--- src/rtl/dmem_mmio_responder_if.sv ---
// rtl/dmem_mmio_responder_if.sv - data-side bus between single-cycle core and memory responder
interface dmem_mmio_responder_if;
  logic        memwrite;
  logic [31:0] aluout;
  logic [31:0] writedata;
  logic [31:0] readdata;

  modport master (
    output memwrite,
    output aluout,
    output writedata,
    input  readdata
  );

  modport slave (
    input  memwrite,
    input  aluout,
    input  writedata,
    output readdata
  );
endinterface

--- src/rtl/dmem_mmio_responder.sv ---
// rtl/dmem_mmio_responder.sv - word RAM plus LED, timer and 8N1 serial transmitter MMIO page
module dmem_mmio_responder #(
  parameter int DEPTH        = 64,
  parameter int CLKS_PER_BIT = 868
) (
  input  logic                        i_clk,
  input  logic                        i_reset,
  dmem_mmio_responder_if.slave        bus,
  output logic [15:0]                 o_leds,
  output logic                        o_tx
);
  localparam int AW = $clog2(DEPTH);
  localparam int BW = (CLKS_PER_BIT > 1) ? $clog2(CLKS_PER_BIT) : 1;
  localparam logic [BW-1:0] BAUD_LAST = BW'(CLKS_PER_BIT - 1);

  typedef enum logic [1:0] {S_IDLE, S_START, S_DATA, S_STOP} tx_state_t;

  logic [31:0]   r_ram [DEPTH];
  logic [15:0]   r_leds;
  logic [31:0]   r_timer;
  logic          r_overrun;
  tx_state_t     r_state;
  tx_state_t     w_next_state;
  logic [BW-1:0] r_baud;
  logic [2:0]    r_bit;
  logic [7:0]    r_shift;

  logic          w_busy;
  logic          w_tx;
  logic          w_baud_done;
  logic          w_sel_ram;
  logic          w_sel_led;
  logic          w_sel_timer;
  logic          w_sel_txdata;
  logic          w_sel_txstat;
  logic          w_wr_txdata;
  logic          w_tx_accept;
  logic [AW-1:0] w_ram_idx;
  logic          w_unused_lsbs;

  // Word access only: the byte-lane bits never influence decode or data.
  assign w_unused_lsbs = ^bus.aluout[1:0];

  assign w_ram_idx    = bus.aluout[AW+1:2];
  assign w_sel_ram    = (bus.aluout[31:16] == 16'h0) && ((bus.aluout >> (AW + 2)) == 32'h0);
  assign w_sel_led    = (bus.aluout[31:2] == 30'h3FFF_C000);
  assign w_sel_timer  = (bus.aluout[31:2] == 30'h3FFF_C001);
  assign w_sel_txdata = (bus.aluout[31:2] == 30'h3FFF_C002);
  assign w_sel_txstat = (bus.aluout[31:2] == 30'h3FFF_C003);

  assign w_wr_txdata  = bus.memwrite && w_sel_txdata;
  assign w_tx_accept  = w_wr_txdata && (r_state == S_IDLE);
  assign w_baud_done  = (r_baud == BAUD_LAST);

  // RAM write port; deliberately outside reset so contents survive it.
  always_ff @(posedge i_clk) begin
    if (bus.memwrite && w_sel_ram) begin
      r_ram[w_ram_idx] <= bus.writedata;
    end
  end

  // LED register, timer and sticky overrun flag.
  always_ff @(posedge i_clk) begin
    if (i_reset) begin
      r_leds    <= 16'h0;
      r_timer   <= 32'h0;
      r_overrun <= 1'b0;
    end else begin
      if (bus.memwrite && w_sel_led) begin
        r_leds <= bus.writedata[15:0];
      end
      if (bus.memwrite && w_sel_timer) begin
        r_timer <= 32'h0;
      end else begin
        r_timer <= r_timer + 32'h1;
      end
      if (bus.memwrite && w_sel_txstat) begin
        r_overrun <= 1'b0;
      end else if (w_wr_txdata && w_busy) begin
        r_overrun <= 1'b1;
      end
    end
  end

  // TX state register.
  always_ff @(posedge i_clk) begin
    if (i_reset) begin
      r_state <= S_IDLE;
    end else begin
      r_state <= w_next_state;
    end
  end

  // TX baud/bit counters and shift register; baud restarts on every state change.
  always_ff @(posedge i_clk) begin
    if (i_reset) begin
      r_baud  <= '0;
      r_bit   <= 3'd0;
      r_shift <= 8'h0;
    end else begin
      if (r_state == S_IDLE || w_baud_done) begin
        r_baud <= '0;
      end else begin
        r_baud <= r_baud + 1'b1;
      end
      if (w_tx_accept) begin
        r_shift <= bus.writedata[7:0];
        r_bit   <= 3'd0;
      end else if (r_state == S_DATA && w_baud_done) begin
        r_shift <= {1'b0, r_shift[7:1]};
        r_bit   <= r_bit + 3'd1;
      end
    end
  end

  // TX next-state decision.
  always_comb begin
    w_next_state = r_state;
    case (r_state)
      S_IDLE:  if (w_tx_accept) w_next_state = S_START;
      S_START: if (w_baud_done) w_next_state = S_DATA;
      S_DATA:  if (w_baud_done && r_bit == 3'd7) w_next_state = S_STOP;
      S_STOP:  if (w_baud_done) w_next_state = S_IDLE;
      default: w_next_state = S_IDLE;
    endcase
  end

  // TX line level and busy flag, decoded from state.
  always_comb begin
    w_tx   = 1'b1;
    w_busy = 1'b1;
    case (r_state)
      S_IDLE:  begin w_tx = 1'b1; w_busy = 1'b0; end
      S_START: w_tx = 1'b0;
      S_DATA:  w_tx = r_shift[0];
      S_STOP:  w_tx = 1'b1;
      default: begin w_tx = 1'b1; w_busy = 1'b0; end
    endcase
  end

  // Combinational read mux; unmapped addresses read as zero.
  always_comb begin
    bus.readdata = 32'h0;
    if (w_sel_ram) begin
      bus.readdata = r_ram[w_ram_idx];
    end else if (w_sel_led) begin
      bus.readdata = {16'h0, r_leds};
    end else if (w_sel_timer) begin
      bus.readdata = r_timer;
    end else if (w_sel_txstat) begin
      bus.readdata = {30'h0, r_overrun, w_busy};
    end
  end

  assign o_leds = r_leds;
  assign o_tx   = w_tx;
endmodule
--- src/flat_wrapper.sv ---
// flat-port wrapper written by rule: the top's interface ports become plain ports
module dmem_mmio_responder_flat 
#(
  parameter int DEPTH        = 64,
  parameter int CLKS_PER_BIT = 868
)
  (i_clk, i_reset, o_leds, o_tx, bus_memwrite, bus_aluout, bus_writedata, bus_readdata);
  dmem_mmio_responder_if bus_i ();
  input  logic i_clk;
  input  logic i_reset;
  output logic [15:0] o_leds;
  output logic o_tx;
  input wire logic [$bits(bus_i.memwrite)-1:0] bus_memwrite;
  input wire logic [$bits(bus_i.aluout)-1:0] bus_aluout;
  input wire logic [$bits(bus_i.writedata)-1:0] bus_writedata;
  output wire logic [$bits(bus_i.readdata)-1:0] bus_readdata;
  assign bus_i.memwrite = bus_memwrite;
  assign bus_i.aluout = bus_aluout;
  assign bus_i.writedata = bus_writedata;
  assign bus_readdata = bus_i.readdata;
  dmem_mmio_responder #(.DEPTH(DEPTH), .CLKS_PER_BIT(CLKS_PER_BIT)) u_core (.i_clk(i_clk), .i_reset(i_reset), .bus(bus_i), .o_leds(o_leds), .o_tx(o_tx));
endmodule
--- config.mk ---
export PLATFORM = sky130hd
export DESIGN_NAME = dmem_mmio_responder_flat
export DESIGN_NICKNAME = d
export VERILOG_FILES = /design/src/rtl/dmem_mmio_responder_if.sv /design/src/rtl/dmem_mmio_responder.sv /design/src/flat_wrapper.sv
export SDC_FILE = /design/constraint.sdc
export NUM_CORES = 2
export LEC_CHECK = 0
export ABC_AREA = 1
export BUFFER_PORTS_ARGS = -buffer_cell sky130_fd_sc_hd__buf_2
export CAP_MARGIN = 20
export CORE_ASPECT_RATIO = 2
export CORE_UTILIZATION = 56
export CTS_BUF_LIST = sky130_fd_sc_hd__clkbuf_16
export DETAILED_ROUTE_END_ITERATION = 8
export GPL_TIMING_DRIVEN = 0
export HOLD_SLACK_MARGIN = 0.1
export PLACE_DENSITY_LB_ADDON = 0.25
export SLEW_MARGIN = 0
export SYNTH_ARGS = -nofsm -noshare
export SYNTH_HDL_FRONTEND = slang
export SYNTH_SLANG_ARGS = --single-unit
--- constraint.sdc ---
create_clock -name i_clk -period 3.8 [get_ports i_clk]
set_input_delay 0.19 -clock i_clk [delete_from_list [all_inputs] [get_ports i_clk]]
set_output_delay 0.19 -clock i_clk [all_outputs]
set_load 0.02 [all_outputs]
==> flow_summary.json <==
{
  "grt_pass1_wl_microns": 453100,
  "globalplace.congestion": 1.017,
  "clk_latency_ns": 0.83,
  "detail-route-antenna-nets": 0,
  "synth_area_sq_mm": 0.08830,
  "coreArea_sq_mm": 0.1562,
  "grt_antenna_before_repair": 22,
  "start_kind": "input pin",
  "synthFlopType": "edfxtp_1",
  "wl_microns": 329700,
  "cts_tree": "done",
  "numCtsBuffers": 185,
  "worstRegToRegCells": 8,
  "worstSetupPathType": "input pin to output port",
  "hold_depth": 8,
  "post_cts_buffers": 0,
  "p_seq_share_pct": 53.3,
  "clk_pin_slew_worst_paths_ns": 0.07,
  "die_area_sq_mm": 0.1594,
  "ys_seq_area_share_pct": 71.28,
  "stdcell_count": 11084,
  "fmax_mhz": 248.4,
  "r2r_start": "u_core.r_state[0]",
  "hold_start": "bus_aluout[25]",
  "grtUsageTotal_pct": 41.54,
  "firstDrtPassIters": 7,
  "async_reset_ff_share_pct": 0,
  "final_core_util_pct": 64.65,
  "num_vias": 65898,
  "worstMarginPinSlew_ns": 1.171,
  "drive_gt1_share_pct": 9.566,
  "fin_nets": 8935,
  "grt_setup_unrepaired": "false",
  "grt_max_degree": 65,
  "synth-edff-count": 2048,
  "synth.largest_area_cell": "edfxtp_1",
  "cp.arrival_ns": 3.84,
  "vias_per_cell": 5.945,
  "syn_inst": 8403,
  "cap_viol_max_count": 0,
  "path_max_fanout": 10,
  "ys_ff_latch": 2120,
  "io_buffers": 111,
  "die_x_microns": 282.8,
  "yosys_warnings": 0,
  "avgSynthCellArea_sq_um": 10.51,
  "required_ns": 3.61,
  "fin_crit_ns": 4.026,
  "synth_top_area_share_pct": 69.65,
  "dp.cells": 10697,
  "failed_checks": "negative setup slack",
  "p_int_mw": 36.63,
  "yosysMostFrequentCell": "nand2_1",
  "start_util_pct": 56.53,
  "h-tree-depth": 4,
  "rows": 205,
  "yosys-top-cells-count": "nand2_1, edfxtp_1, nand3_1, nor2_1, inv_1",
  "hold_ws_ns": 0.1602,
  "hpwl_microns": 229300,
  "finClkSkew_ns": 0.01473,
  "power.total_mw": 48.04,
  "power_density_mw_per_mm2": 475.7,
  "cts.sinks": 2120,
  "grt_pass1_vias": 64046,
  "grt-ovfl-total": 0,
  "clkPwrFrac_pct": 39.4,
  "die_h_microns": 563.6,
  "p_leak_nw": 39.88,
  "synth_cell_type_count": 35,
  "end_kind": "output port",
  "p_switching_mw": 11.42,
  "drc": 0,
  "setup_viol": 10,
  "final_hold_viol_count": 0,
  "synth_nets": 8478,
  "post-route-period-util_pct": 105.9,
  "cp-startpoint": "bus_aluout[4]",
  "hp-class": "input pin to flop",
  "power_frac_comb_pct": 7.3,
  "clockRootBuffer": "clkbuf_16",
  "drt_iter0_markers": 9279,
  "fin_setup_tns_ns": -0.8917,
  "area_delta_synth_final_pct": 14.37,
  "ir_worst_vdd_v": 0.0004205,
  "avgRoutedWirePerCell_microns": 29.74,
  "finalMaxSlewViolations": 0,
  "clockBufferDepth": 4,
  "worst_slack_ns": -0.2257,
  "status": "complete, but fails checks",
  "relSlewSlack_pct": 21.97,
  "io_pins": 116,
  "swShare_pct": 23.76,
  "yosys-top-cells-area": "edfxtp_1, nand2_1, nand3_1"
}
==> layer usage <==
layer / global-route usage [%] / wire length, microns
met3: 7.240 / 33010
met2: 68.62 / 158000
met1: 45.51 / 102700
met5: 0 / 40
met4: 37.72 / 35890
==> power groups by stage <==
stage | Combinational (mW) | Sequential (mW) | Clock, mW
after global placement | 3.14 | 26.1 | 0
final | 3.51 | 25.6 | 18.9
after global routing | 3.63 | 25.6 | 19.7
after floorplan | 1.46 | 26.1 | 0
after CTS | 3.38 | 25.6 | 18.9
after detailed placement | 3.33 | 26.1 | 0
==> repair_timing <==
item,CTS,global route
hold endpoints to repair,1853,0
resized for setup,4,8
hold buffers,44,0
setup endpoints to repair,11,7
==> critical path: stages <==
cell             delay (ns)
buf_4                  0.16
inv_2                  0.33
clkbuf_4               0.46
clkdlybuf4s15_2        0.58
nand3_1                0.22
nand3_1                0.20
nand2_1                0.32
nand2_1                0.16
nand3_1                0.41
nor2_1                 0.49
nor2_1                 0.09
buf_2                  0.19
==> registers in the layout, summed over array words and instances (netlist names) <==
name              cells
u_core.r_ram       2048
u_core.r_state        2
u_core.r_overrun      1
u_core.r_bit          3
u_core.r_baud        10
u_core.r_shift        8
u_core.o_leds        16
u_core.r_timer       32
==> cell usage in the layout, fill, tap and decap left out, types with 72 or more instances in the layout <==
master,instances
dfxtp_1,72
nand2_1,4455
edfxtp_1,2048
clkbuf_16,187
nand3_1,465
inv_1,310
buf_2,330
clkbuf_1,73
a21oi_1,169
nor2_1,229
nand4_1,76
==> cells by family (layout without fill, tap and decap cells) <==
logic type,after synthesis,in the layout,synth area share (%)
buf+inv,703,1301,3.470
flops,2120,2120,71.28
simple gates,5356,5356,23.85
fa+ha+maj,8,8,0.1134
compound gates,202,202,1.149
other cells,0,13,0
xor+xnor,14,14,0.1389
==> area by class of cell <==
type	instances	area (sq um)
diodes	13	32.53
plain buffers	415	1997
clock buffers	186	4654
clock inverters	142	1222
fillers	11980	55210
inverters	288	1084
multi-input cells	5580	22790
flip-flops and latches	2120	62940
well taps	2070	2590
repair buffers	270	3686
==> path summary, 6_finish.rpt <==
kind         slack, ns           endpoint
max              -0.23   bus_readdata[12]
min               0.16   u_core.o_leds[0]
max reg2reg       1.41  u_core.r_shift[1]
min reg2reg       0.46   u_core.r_baud[0]
==> per-stage QoR <==
step / cell area [sq um] / setup WS (ns)
finish: 101000 / -0.2257
detailed placement: 94580 / -0.5844
floorplan: 88300 / 0.7320
global route: 101000 / 0.0006579
CTS: 100900 / 0.01056
global placement: 91450 / -3.187
No activity file was read; power rests on OpenSTA's default activity.
